## src/rtl/lpf_avg.sv

```systemverilog
// Streaming TAPS-point moving-average (boxcar) filter for signed DATA_W-bit samples.
// Optional macro LPF_AVG_ROUND_EN selects round-half-up output instead of floor truncation.
module lpf_avg #(
  parameter int unsigned DATA_W = 16,
  parameter int unsigned TAPS   = 8
) (
  input  logic              clk,
  input  logic              rst,
  input  logic [DATA_W-1:0] x_in,
  output logic [DATA_W-1:0] y_out
);

  localparam int unsigned LOG2_TAPS = $clog2(TAPS);
  localparam int unsigned ACC_W     = DATA_W + LOG2_TAPS;

  if (TAPS < 2 || TAPS > 256 || (TAPS & (TAPS - 1)) != 0) begin : g_bad_taps
    $error("lpf_avg: TAPS must be a power of two in 2..256");
  end

  logic signed [DATA_W-1:0] x_s;
  logic signed [DATA_W-1:0] d [TAPS];
  logic signed [ACC_W-1:0]  acc;
  logic signed [ACC_W-1:0]  sum_next;
  logic signed [DATA_W-1:0] y_next;

  assign x_s = x_in;

`ifdef LPF_AVG_ROUND_EN
  localparam int HALF = 1 << (LOG2_TAPS - 1);
  // One guard bit keeps +full-scale plus the rounding offset from wrapping.
  logic signed [ACC_W:0] sum_rnd;
`endif

  // Running sum: add newest sample, drop the one leaving the window.
  always_comb begin
    sum_next = acc + ACC_W'(x_s) - ACC_W'(d[TAPS-1]);
`ifdef LPF_AVG_ROUND_EN
    sum_rnd  = (ACC_W+1)'(sum_next) + (ACC_W+1)'(HALF);
    y_next   = DATA_W'(sum_rnd >>> LOG2_TAPS);
`else
    y_next   = DATA_W'(sum_next >>> LOG2_TAPS);
`endif
  end

  always_ff @(posedge clk) begin
    if (rst) begin
      for (int unsigned i = 0; i < TAPS; i++) d[i] <= '0;
      acc   <= '0;
      y_out <= '0;
    end else begin
      d[0] <= x_s;
      for (int unsigned i = 1; i < TAPS; i++) d[i] <= d[i-1];
      acc   <= sum_next;
      y_out <= y_next;
    end
  end

endmodule

```

## config.mk

```make
export PLATFORM = sky130hd
export DESIGN_NAME = lpf_avg
export DESIGN_NICKNAME = d
export VERILOG_FILES = /design/src/rtl/lpf_avg.sv
export SDC_FILE = /design/constraint.sdc
export NUM_CORES = 1
export LEC_CHECK = 0
export BUFFER_PORTS_ARGS = -buffer_cell sky130_fd_sc_hd__buf_4
export CAP_MARGIN = 20
export CORE_ASPECT_RATIO = 0.75
export CORE_UTILIZATION = 40
export CTS_BUF_LIST = sky130_fd_sc_hd__clkbuf_8
export CTS_CLUSTER_SIZE = 16
export DETAILED_ROUTE_END_ITERATION = 16
export SLEW_MARGIN = 25
export SYNTH_ARGS = -nofsm -noshare
export SYNTH_HDL_FRONTEND = slang
export SYNTH_SLANG_ARGS = --single-unit
```

## constraint.sdc

```tcl
create_clock -name clk -period 4.67 [get_ports clk]
set_clock_uncertainty 0.05 [all_clocks]
set_input_delay 0.934 -clock clk [delete_from_list [all_inputs] [get_ports clk]]
set_output_delay 0.934 -clock clk [all_outputs]
set_load 0.03 [all_outputs]
```

# Yosys cells after proc, flatten, opt, wreduce, memory -nomap -nowiden

Memories as Yosys holds them, arrays and structs flattened.
Index checks and enable logic that the tools add are counted.

Bits in registers: 35
Memory bits (writable): 128
Input port bits: 18
Output and inout port bits: 16
Word-level logic and storage cells: 24
Memories: 1

$add $sub $neg: 2
Multiplexer cells: 11
Bitwise operators: 8

Memory list:

| memory | words | bits a word | rd ports | clocked after memory_dff | write ports | line | RTL |
|---|---|---|---|---|---|---|---|
| d      | 8     | 16          | 8        | 0                        | 8           | 21   | `logic signed [DATA_W-1:0] d [TAPS];` |

Operators with widths:

| operator                     | number |
|---|---|
| 2-to-1 mux 16 bit            | 8 |
| adder 19 x 16 -> 19 bit      | 1 |
| subtractor 19 x 16 -> 19 bit | 1 |
| bitwise OR 1 bit             | 8 |
| 2-to-1 mux 1 bit             | 3 |

# Logic depth before layout (Yosys ltp)

Gate-level depths: netlist (run 1).

Depth after elaboration: 3
Depth in mapped cells: 10
Depth with buffers taken out: 10

# Worst setup path after synthesis (run 1)

Ideal clock, no wire load.

Path kind: input port to flip-flop
Start: input x_in[1]
End: register y_out[13]
Library setup time: 0.121 ns
Data arrival time: 3.096 ns
Data required time: 4.499 ns
Setup slack: 1.403 ns
Cell stages on the path: 9
Path buffers: 0
Path through: inv_1 > fa_1 > inv_1 > fa_1 > a211oi_1 > o211ai_1 > a31oi_1 > o2bb2ai_1 > mux2_2

Longest elaborated chain between the ends: 2

RTL lines:

| element                      | line | RTL |
|---|---|---|
| start: declaration           | 9    | `input logic [DATA_W-1:0] x_in,` |
| adder 19 x 16 -> 19 bit      | 36   | `sum_next = acc + ACC_W'(x_s) - ACC_W'(d[TAPS-1]);` |
| subtractor 19 x 16 -> 19 bit | 36   |  |
| end signal: assignment       | 54   | `y_out <= y_next;` |
| end: declaration             | 10   | `output logic [DATA_W-1:0] y_out` |

Every way passes these cells.
A chain may end at the register's enable or synchronous reset.

# Worst setup path in the final report (run 1)

Start: input x_in[1]
End: register y_out[15]

The elaborated chain is that of the path after synthesis.

==> results by group, run 1 <==
Final layout
  • FILL cells: 1263
  • Area growth syn-to-layout: 12.5%
  • Commonest non-fill, non-tap cells in the layout: 147 x dfxtp_1, 119 x nor2b_1, 72 x inv_1
  • Fin cells: 744
  • Multi-input logic area: 2120 um2
  • Fraction of layout cells with a size suffix above 1: a little over an eighth
  • Final nets: ~620
  • Core Util, Final: roughly 47%
  • N_diodes: 0
  • FF/Latch Area: 2940 um2
  • Commonest non-fill, non-tap cell in the layout: dfxtp_1

Synth
  • #FFs+latches synth: around 150
  • Post-Syn Nets: 596
  • Post-synth design cell area: between 5000 and 6000 um2
  • Yosys cell types: 37
  • Synthesis warning total: 0
  • Cells after Synth: 540
  • Post-synth EDFFs: 0
  • Seq/Total Area, Yosys: between 50% and 60%
  • Synthesized area per cell: 10.2 um2
  • Synth Flop Type: dfxtp_1
  • Async S/R FF share, synth: 0%

Timing
  • FMAX: between 0.3 and 0.4 GHz
  • Worst-Margin Slew: around 1 ns
  • Final Cycle Share: 69.2%
  • Slew Limit Fails: 0
  • Slew HR: 33.7%
  • Final setup vio count: 0
  • Unrepaired setup endpoints after global routing: false
  • Final Hold Violating Endpoints: 0
  • Final min period: 3.23 ns
  • Setup TNS: 0 ns
  • Worst hold margin: 0.384 ns

Floorplan
  • I/O Pins: 34
  • Die ar.: between 10000 and 15000 um2
  • Core Rows: 36
  • Die height: 104 um
  • Core area: 13200 um2
  • Initial Utilization: 41.8%
  • Die width: 138 um

Power and ir drop
  • Int Power: 2.36 mW
  • Comb pwr share: 35.2%
  • Clk pwr share: 26.8%
  • Overall Power: 3.65 mW
  • Switching Fraction: 35.3%
  • Leakage power: ~2.7 nW
  • Flop pwr share: 38.0%
  • P per Cell Area: 589 nW/um2
  • NetSw: 1.29 mW
  • Worst VDD drop: 0.000267 V

Worst hold path
  • Min-delay src: d[0][4]$_SDFF_PP0_
  • Hold WC Path Type: reg -> reg

Placed design
  • Port Buffer Count: 33
  • HPWL Detailed: 5.74 mm
  • Placed Instances: around 700
  • Gpl congestion: 0.853

Clock tree
  • Hold buffers post-CTS: 0
  • Clock buffer depth: 2
  • CTS Sinks: 147
  • Clk slew on worst S/H paths: 0.08 ns
  • Post-CTS Repair Setup Buffers: 0
  • CTS tree: done
  • Clk Tree Root Cell: clkbuf_8
  • Worst-skew pair later-pin latency: 0.43 ns
  • H-tree Lvls: 4
  • Total clock buffers created by CTS: 17
  • Post-CTS Resized: 0

Global routing
  • Total track usage: 13.4%
  • Overflow after GRT: 0
  • Largest net degree at the start of global routing: between 100 and 150
  • Initial antenna violation count: 0
  • Vias in the first global route: around 3200
  • Global-route wire length before repair: 14.7 mm

Detailed routing
  • Routed wire per std cell: about 11 um
  • DRC violations left: 0
  • DR pass1 iterations: 4
  • Vias per cell: 4.41
  • WL final: 8.47 mm
  • Post-route ant nets: 0
  • Iteration-0 DRC Markers: between 100 and 150
  • Vias: 3279

Setup path
  • Reg2Reg Setup Slack: 1.75 ns
  • R2R Path Start: acc[1]$_SDFF_PP0_
  • CP Launch Type: primary input
  • WS Path Type: in -> reg
  • CP arrival: about 3.5 ns
  • CP startpoint: x_in[1]
  • Worst Path Required: roughly 4.9 ns
  • CP Capture Type: flop
  • Worst Path Max Fanout: 3

Run status
  • Status: complete, no violations

Flow run
  • Total of max-cap violations: 0
-- final timing paths --
kind,depth (start not counted),end
max,10,y_out[15]$_SDFF_PP0_
min,1,d[0][20]$_SDFF_PP0_
max reg2reg,9,y_out[15]$_SDFF_PP0_
min reg2reg,1,d[0][20]$_SDFF_PP0_
-- synth_stat cells, drive strengths merged, types with 2 or more instances --
| master | n | area share [%] |
|---|---|---|
| dfxtp | 147 | 53 |
| nor2b | 119 | 14 |
| inv | 72 | 4.9 |
| nor2 | 39 | 2.7 |
| a21oi | 21 | 1.9 |
| ha | 20 | 4.5 |
| fa | 18 | 6.5 |
| buf | 17 | 2.2 |
| clkbuf | 16 | 1.1 |
| nand2 | 12 | 0.82 |
| o21ai | 10 | 0.98 |
| xor2 | 7 | 1.1 |
| mux2 | 6 | 1.3 |
| xnor2 | 5 | 0.79 |
| a211oi | 3 | 0.41 |
| and3 | 3 | 0.34 |
| o211ai | 3 | 0.50 |
| o21bai | 3 | 0.41 |
| a21o | 2 | 0.27 |
| a31oi | 2 | 0.23 |
| nand3 | 2 | 0.18 |
| nand4 | 2 | 0.23 |
-- state kept, by name, summed over array words and instances, names as in the netlist --
signal,count
y_out,16
d,128
acc,3
-- stage by stage --
stage | worst slack, ns | area (um2)
3_3_place_gp | 1.08 | 5810
2_1_floorplan | 1.40 | 5510
4_1_cts | 1.53 | 6200
6_report | 1.44 | 6200
3_5_place_dp | 1.07 | 5810
5_1_grt | 1.37 | 6200
-- power by group through the flow --
| stage | Combinational (mW) | Sequential (mW) | Clock, mW |
|---|---|---|---|
| after CTS | 1.28 | 1.39 | 1.02 |
| after detailed placement | 1.27 | 1.42 | 0 |
| after floorplan | 1.06 | 1.40 | 0 |
| after global routing | 1.44 | 1.40 | 1.08 |
| after global placement | 1.27 | 1.42 | 0 |
| final | 1.28 | 1.39 | 0.978 |
-- cell type report --
class                      instances  area share [%]
clock buffer                      18            4.00
tap                              171            3.45
inverter                          72            4.36
timing repair buffer              35            4.24
sequential                       147            47.5
multi-input combinational        288            34.1
clock inverter                    13            2.38
-- cell families after synthesis --
group	synth area share, %
compound gates	6.13
xor+xnor	1.91
fa+ha+maj	11.1
buf+inv	8.24
flops	53.4
mux	1.29
simple gates	18.0
-- layer usage --
| layer | routed length, um | part of all wire [%] | global-route usage, % | vias up |
|---|---|---|---|---|
| li1 | - | - | - | 1685 |
| met1 | 4510 | 53 | 18.7 | 1502 |
| met2 | 3320 | 39 | 17.9 | 77 |
| met3 | 490 | 5.8 | 5.14 | 15 |
| met4 | 138 | 1.6 | 5.97 | 0 |
| met5 | 0 | 0 | 0 | - |
-- worst max-delay path, cell delays in order --
cell,delay (ns)
buf_4,0.08
inv_1,0.05
fa_1,0.53
inv_1,0.07
fa_1,0.48
a211oi_1,0.35
o21ai_0,0.19
a21oi_1,0.38
o31ai_1,0.15
mux2_2,0.29
No activity file was read; power rests on OpenSTA's default activity.
==> run 2, diff against run 1 <==
--- a/config.mk
+++ b/config.mk
@@ -5,6 +5,7 @@
 export SDC_FILE = /design/constraint.sdc
 export NUM_CORES = 1
 export LEC_CHECK = 0
+export ABC_AREA = 1
 export BUFFER_PORTS_ARGS = -buffer_cell sky130_fd_sc_hd__buf_4
 export CAP_MARGIN = 20
 export CORE_ASPECT_RATIO = 0.75
==> constraint.sdc (replaced) <==
create_clock -name clk -period 3.3 [get_ports clk]
set_clock_uncertainty 0.05 [all_clocks]
set_input_delay 0.66 -clock clk [delete_from_list [all_inputs] [get_ports clk]]
set_output_delay 0.66 -clock clk [all_outputs]
set_load 0.03 [all_outputs]
==> results by group, run 2 <==
Flow run
  • Total of max-cap violations: 0 (unchanged)

Power and ir drop
  • Switching Fraction: 39.2% (was 35.3%)
  • Clk pwr share: 26.1% (was 26.8%)
  • Comb pwr share: 36.5% (was 35.2%)
  • P per Cell Area: 817 nW/um2 (was 589 nW/um2)
  • Leakage power: 3.05 nW (was 2.74 nW)
  • Flop pwr share: 37.4% (was 38.0%)
  • NetSw: 2.07 mW (was 1.29 mW)
  • Worst VDD drop: 0.000338 V (was 0.000267 V)
  • Int Power: 3.20 mW (was 2.36 mW)

Timing
  • FMAX: between 0.4 and 0.5 GHz
  • Final min period: 2.40 ns
  • Worst-Margin Slew: 0.524 ns (was 0.995 ns)
  • Unrepaired setup endpoints after global routing: false (unchanged)
  • Setup ws final: 0.895 ns (was 1.44 ns)
  • Setup TNS: 0 ns (unchanged)
  • Slew Limit Fails: 0 (unchanged)
  • Final Hold Violating Endpoints: 0 (unchanged)
  • Final setup vio count: 0 (unchanged)
  • Slew HR: 65.0% (was 33.7%)
  • Final Cycle Share: 72.9%
  • Worst hold margin: 0.341 ns (was 0.384 ns)

Clock tree
  • Total clock buffers created by CTS: 17 (unchanged)
  • Clk Tree Root Cell: clkbuf_8 (unchanged)
  • CTS Sinks: 147 (unchanged)
  • Worst-skew pair later-pin latency: 0.43 ns (about the same)
  • Clk slew on worst S/H paths: 0.09 ns (was 0.08 ns)
  • Post-CTS Repair Setup Buffers: 0 (unchanged)
  • CTS tree: done (unchanged)
  • Post-CTS Resized: 0 (unchanged)
  • Hold buffers post-CTS: 0 (unchanged)
  • H-tree Lvls: 4 (unchanged)
  • Clock buffer depth: 2 (unchanged)

Floorplan
  • Core area: 13900 um2 (was 13200 um2)
  • Die height: 106 um (was 104 um)
  • Initial Utilization: 41.5% (was 41.8%)
  • Die width: 141 um (was 138 um)
  • Die ar.: 14900 um2 (was 14300 um2)
  • I/O Pins: 34 (unchanged)
  • Core Rows: 37 (was 36)

Final layout
  • Final nets: 798 (was 617)
  • Largest registers: d x128, y_out x16, acc x3 (unchanged)
  • Fraction of layout cells with a size suffix above 1: 9.14% (was 13.1%)
  • Commonest non-fill, non-tap cell in the layout: inv_1 (was dfxtp_1)
  • N_diodes: 0 (unchanged)
  • Area growth syn-to-layout: 12.0% (was 12.5%)
  • FILL cells: 1338 (was 1263)
  • Largest register FFs: 128 (unchanged)
  • Commonest non-fill, non-tap cells in the layout: 211 x inv_1, 158 x nor2_1, 147 x dfxtp_1 (was 147 x dfxtp_1, 119 x nor2b_1, 72 x inv_1)
  • Largest reg by FF count: d (unchanged)
  • Layout Cell Area excl Fill: 6440 um2 (was 6200 um2)

Synth
  • Cells after Synth: 721 (was 540)
  • Top-count cell post-synth: inv_1 (was dfxtp_1)
  • Yosys cell types: 17 (was 37)
  • Largest cells by area after synthesis: dfxtp_1 51%, inv_1 14%, nor2_1 10%, fa_1 6.3%, nand2_1 4.5% (was dfxtp_1 53%, nor2b_1 14%, fa_1 6.5%, inv_1 4.9%, ha_1 4.5%)
  • Seq/Total Area, Yosys: 51.1% (was 53.4%)
  • Post-synth design cell area: 5760 um2 (was 5510 um2)
  • #FFs+latches synth: 147 (unchanged)
  • Synth cell count leaders: 211 x inv_1, 158 x nor2_1, 147 x dfxtp_1 (was 147 x dfxtp_1, 119 x nor2b_1, 72 x inv_1)
  • Post-Syn Nets: 777 (was 596)
  • Async S/R FF share, synth: 0% (unchanged)
  • Post-synth top area share: 51.1% (was 53.4%)
  • Synthesized area per cell: 7.98 um2 (was 10.2 um2)
  • Synth area leader: dfxtp_1 (unchanged)
  • Synth Flop Type: dfxtp_1 (unchanged)
  • Post-synth EDFFs: 0 (unchanged)
  • Synthesis warning total: 0 (unchanged)

Placed design
  • Dpl ws: 0.476 ns (was 1.07 ns)
  • Port Buffer Count: 33 (unchanged)
  • HPWL Detailed: 6.69 mm (was 5.74 mm)
  • Cell Area, Placed: 6040 um2 (was 5810 um2)
  • Gpl congestion: 0.865 (was 0.853)

Setup path
  • Worst path max stage delay: 0.55 ns (was 0.53 ns)
  • CP Launch Type: primary input (unchanged)
  • Worst-path cell chain: buf_4 -> inv_1 -> fa_1 -> inv_1 -> fa_1 -> nand3_1 -> nand3_1 -> nand2_1 -> nand2_1 -> nand2_1 -> nand2_1 -> nand2_1 -> nand2_1 -> nor2_1 (was buf_4 -> inv_1 -> fa_1 -> inv_1 -> fa_1 -> a211oi_1 -> o21ai_0 -> a21oi_1 -> o31ai_1 -> mux2_2)
  • Worst-path cell with the longest stage delay: fa_1 (unchanged)
  • WS Path Type: in -> reg (unchanged)
  • CP arrival: 2.73 ns (was 3.50 ns)
  • CP Capture Type: flop (unchanged)
  • Reg2Reg Setup Slack: 0.93 ns (was 1.75 ns)
  • Crit path top cell by count: nand2_1
  • Worst Path Required: 3.63 ns (was 4.94 ns)
  • Worst Path Max Fanout: 4 (was 3)

Detailed routing
  • Iteration-0 DRC Markers: 187 (was 124)
  • Vias: 3944 (was 3279)
  • DRC violations left: 0 (unchanged)
  • Routed wire per std cell: 10.2 um (was 11.4 um)
  • WL final: 9.53 mm (was 8.47 mm)
  • DR pass1 iterations: 4 (unchanged)
  • Post-route ant nets: 0 (unchanged)
  • Vias per cell: 4.24 (was 4.41)

Global routing
  • Vias in the first global route: 4041 (was 3242)
  • Largest net degree at the start of global routing: 86 (was 103)
  • Initial antenna violation count: 0 (unchanged)
  • Total track usage: 14.6% (was 13.4%)
  • Global-route wire length before repair: 17.1 mm (was 14.7 mm)
  • Overflow after GRT: 0 (unchanged)

Run status
  • Status: complete, no violations (unchanged)

Worst hold path
  • Hold WC Path Type: reg -> reg (unchanged)
run 2: cell types whose count changed after synthesis, moves of 10 or more:
cell,change
clkbuf_1,-10
inv_1,+139
nand2_1,+57
nand3_1,+13
nor2_1,+119
nor2b_1,-119
run 2: cells by family after synthesis:
logic type,after synthesis,share of synthesized area (%)
AOI/OAI and AO/OA,41,3.56
xor gates and xnor gates,3,0.457
adders and majority gates,38,10.6
DFF,147,51.1
buffers and inverters,243,17.2
and+or+nand+nor,249,17.0
run 2: final cells by class:
cell class,instances,area (um2),area share [%]
Clock buffer,17,234,3.63
Clock inverter,15,166,2.58
Inverter,211,792,12.3
Multi-Input combinational cell,331,1820,28.3
Sequential cell,147,2940,45.7
Tap cell,175,219,3.40
Timing Repair Buffer,34,268,4.15
run 2: worst max-delay path, delay by kind of cell:
kind                     cells  cell delay (ns)
adder cells (fa/ha/maj)      2             1.04
AND/OR/NAND/NOR              9             0.81
buffers and inverters        3             0.23
run 2: final timing paths:
check | end | startpoint | cells after the start
worst min register to register | d[0][114]$_SDFF_PP0_ | d[0][98]$_SDFF_PP0_ | 2
worst max-delay path | y_out[9]$_SDFF_PP0_ | x_in[1] | 14
worst min-delay path | d[0][114]$_SDFF_PP0_ | d[0][98]$_SDFF_PP0_ | 2
worst max register to register | y_out[11]$_SDFF_PP0_ | y_out[2]$_SDFF_PP0_ | 12
run 2: through the flow:
step	power, mW	util [%]	cells
after global placement	3.87	43.5	898
after floorplan	3.52	-	721
after CTS	5.30	46.4	930
after global routing	5.68	46.4	930
after detailed placement	3.89	43.5	898
final	5.27	46.4	930
run 2: routing by layer:
metal / GRT usage [%] / share of wire, % / up-vias
met5: 0 / 0 / -
met4: 6.37 / 1.3 / 0
met3: 3.65 / 5.3 / 12
met2: 23.8 / 44 / 75
met1: 18.4 / 49 / 1793
li1: - / - / 2064
run 2: power groups by stage:
stage | registers (mW) | logic [mW] | clock network (mW)
2_1_floorplan | 1.98 | 1.54 | 0
3_3_place_gp | 2.01 | 1.86 | 0
3_5_place_dp | 2.01 | 1.88 | 0
4_1_cts | 1.97 | 1.91 | 1.41
5_1_grt | 1.98 | 2.20 | 1.50
6_report | 1.97 | 1.92 | 1.38
==> run 3, diff against run 2 <==
==> constraint.sdc (replaced) <==
create_clock -name clk -period 2.04 [get_ports clk]
set_clock_uncertainty 0.05 [all_clocks]
set_input_delay 0.408 -clock clk [delete_from_list [all_inputs] [get_ports clk]]
set_output_delay 0.408 -clock clk [all_outputs]
set_load 0.03 [all_outputs]
==> results by group, run 3 (synthesis gave the netlist of run 2 again) <==
Timing
  • Final Hold Violating Endpoints: 0 (unchanged)
  • Final min period: roughly 2.2 ns
  • Unrepaired setup endpoints after global routing: true (was false)
  • Slew Limit Fails: 0 (unchanged)
  • Final setup vio count: 13 (was 0)
  • Slew HR: 60.3% (was 65.0%)
  • Final Cycle Share: 106%
  • Worst-Margin Slew: 0.595 ns (was 0.524 ns)
  • FMAX: 0.463 GHz
  • Setup ws final: -0.118 ns (was 0.895 ns)

Detailed routing
  • Routed wire per std cell: 10.9 um (was 10.2 um)
  • Vias: 4162 (was 3944)
  • DRC violations left: 0 (unchanged)
  • Vias per cell: 4.23 (was 4.24)
  • Iteration-0 DRC Markers: 150 (was 187)
  • Post-route ant nets: 0 (unchanged)
  • WL final: 10.7 mm (was 9.53 mm)
  • DR pass1 iterations: 4 (unchanged)

Power and ir drop
  • Int Power: 6.55 mW (was 3.20 mW)
  • Comb pwr share: 49.3% (was 36.5%)
  • NetSw: 4.25 mW (was 2.07 mW)
  • Worst VDD drop: 0.000722 V (was 0.000338 V)
  • P per Cell Area: 1450 nW/um2 (was 817 nW/um2)
  • Clk pwr share: 21.1% (was 26.1%)
  • Leakage power: 3.41 nW (was 3.05 nW)
  • Flop pwr share: 29.7% (was 37.4%)
  • Switching Fraction: 39.4% (was 39.2%)

Clock tree
  • Worst-skew pair later-pin latency: 0.44 ns (was 0.43 ns)
  • Total clock buffers created by CTS: 17 (unchanged)
  • Clk Tree Root Cell: clkbuf_8 (unchanged)
  • CTS Sinks: 147 (unchanged)
  • Clk slew on worst S/H paths: 0.09 ns (about the same)
  • CTS tree: done (unchanged)
  • H-tree Lvls: 4 (unchanged)
  • Clock buffer depth: 2 (unchanged)

Worst hold path
  • Hold WC Path Type: in -> reg (was reg -> reg)

Global routing
  • Global-route wire length before repair: 18.9 mm (was 17.1 mm)
  • Total track usage: 16.1% (was 14.6%)
  • Initial antenna violation count: 0 (unchanged)
  • Overflow after GRT: 0 (unchanged)
  • Vias in the first global route: 4305 (was 4041)
  • Largest net degree at the start of global routing: 132 (was 86)

Setup path
  • Top delay family on crit path: adder cells (unchanged)
  • CP arrival: 2.45 ns (was 2.73 ns)
  • WP buf/inv: 2 (was 3)
  • CP Launch Type: flop (was primary input)
  • Worst path max stage delay: 0.55 ns (about the same)
  • Crit path top cell by count: inv_2 (was nand2_1)
  • Worst Path Max Fanout: 5 (was 4)
  • Worst Path Required: 2.34 ns (was 3.63 ns)
  • Worst-path cell chain: inv_2 -> fa_1 -> inv_2 -> ha_4 -> nand2_1 -> nor2_2 -> nand3_2 -> nand3_4 -> nand2_4 -> a21oi_2 -> nor2_1 (was buf_4 -> inv_1 -> fa_1 -> inv_1 -> fa_1 -> nand3_1 -> nand3_1 -> nand2_1 -> nand2_1 -> nand2_1 -> nand2_1 -> nand2_1 -> nand2_1 -> nor2_1)
  • CP Capture Type: flop (unchanged)
  • Worst-path cell with the longest stage delay: fa_1 (unchanged)
  • WS Path Type: reg -> reg (was in -> reg)

Floorplan
  • Core Rows: 37 (unchanged)
  • Core area: 13900 um2 (unchanged)
  • Initial Utilization: 41.5% (unchanged)
  • Die ar.: 14900 um2 (unchanged)
  • I/O Pins: 34 (unchanged)
  • Die height: 106 um (unchanged)
  • Die width: 141 um (unchanged)

Final layout
  • Commonest non-fill, non-tap cell in the layout: inv_1 (unchanged)
  • Commonest non-fill, non-tap cells in the layout: 193 x inv_1, 147 x nor2_1, 131 x dfxtp_1 (was 211 x inv_1, 158 x nor2_1, 147 x dfxtp_1)
  • Largest register FFs: 128 (unchanged)
  • Largest reg by FF count: d (unchanged)
  • N_diodes: 0 (unchanged)
  • FILL cells: 1290 (was 1338)
  • Fraction of layout cells with a size suffix above 1: 30.6% (was 9.14%)
  • Multi-input logic area: 2390 um2 (was 1820 um2)
  • FF/Latch Area: 2960 um2 (was 2940 um2)
  • Area growth syn-to-layout: 29.5% (was 12.0%)
  • Largest registers: d x128, y_out x16, acc x3 (unchanged)
  • Final nets: 853 (was 798)
  • Core Util, Final: 53.7% (was 46.4%)

Placed design
  • Port Buffer Count: 33 (unchanged)
  • Dpl ws: -0.353 ns (was 0.476 ns)
  • Gpl congestion: 0.851 (was 0.865)
  • HPWL Detailed: 7.39 mm (was 6.69 mm)

Run status
  • Failing checks: negative setup slack
  • Status: finished with violations (was complete, no violations)

Flow run
  • Total of max-cap violations: 0 (unchanged)
## run 3: cell types whose count changed in the layout (fill, tap and decap cells not counted), sizes merged
cell	before	now
buf	34	89
clkinv	5	3
clkbuf	17	19
## run 3: final timing paths
check | start | end | slack [ns] | depth (start not counted)
setup / recovery | y_out[0]$_SDFF_PP0_ | y_out[15]$_SDFF_PP0_ | -0.12 | 11
hold / removal | x_in[14] | d[0][14]$_SDFF_PP0_ | 0.17 | 3
setup reg to reg | y_out[0]$_SDFF_PP0_ | y_out[15]$_SDFF_PP0_ | -0.12 | 11
hold reg to reg | d[0][34]$_SDFF_PP0_ | d[0][50]$_SDFF_PP0_ | 0.35 | 2
## run 3: layout make-up
| type | instances | share of cell area, % |
|---|---|---|
| sequential | 147 | 39.8 |
| multi-input combinational | 331 | 32.0 |
| inverter | 211 | 10.7 |
| timing repair buffer | 89 | 9.28 |
| clock buffer | 19 | 3.51 |
| tap | 175 | 2.94 |
| clock inverter | 13 | 1.81 |
## run 3: worst min-delay path, stage by stage
cell and delay, ns:
buf_4 0.08, inv_1 0.06, nor2_1 0.08
## run 3: layer usage
layer / wire (um) / vias to the layer above / global-route usage, %
met5: 0 / - / 0
met4: 145 / 0 / 6.52
met3: 310 / 17 / 3.56
met2: 4940 / 47 / 26.5
met1: 5300 / 1926 / 20.7
li1: - / 2172 / -
## run 3: repair_timing
action / CTS / global route
setup endpoints to repair: 13 / 15
hold buffers: 0 / 0
gates resized for setup: 71 / 37
pin swaps: 41 / 34
setup buffers: 8 / 3
## run 3: stage by stage
step / cells / power, mW / instance area (um2) / setup TNS, ns / hold WS, ns
2_1_floorplan: 721 / 6.26 / 6020 / 0 / 0.338
3_3_place_gp: 942 / 7.40 / 6640 / -3.80 / 0.339
3_5_place_dp: 942 / 7.46 / 6640 / -4.01 / 0.345
4_1_cts: 982 / 10.5 / 7310 / -0.626 / 0.157
5_1_grt: 985 / 11.5 / 7450 / -2.75 / 0.160
6_report: 985 / 10.8 / 7450 / -0.902 / 0.173
## run 3: power groups by stage
stage                     combinational, mW  clock [mW]  sequential [mW]
final                                  5.32        2.27             3.20
after CTS                              4.92        2.33             3.20
after global routing                   5.83        2.46             3.23
after floorplan                        3.05           0             3.21
after detailed placement               4.21           0             3.24
after global placement                 4.16           0             3.24
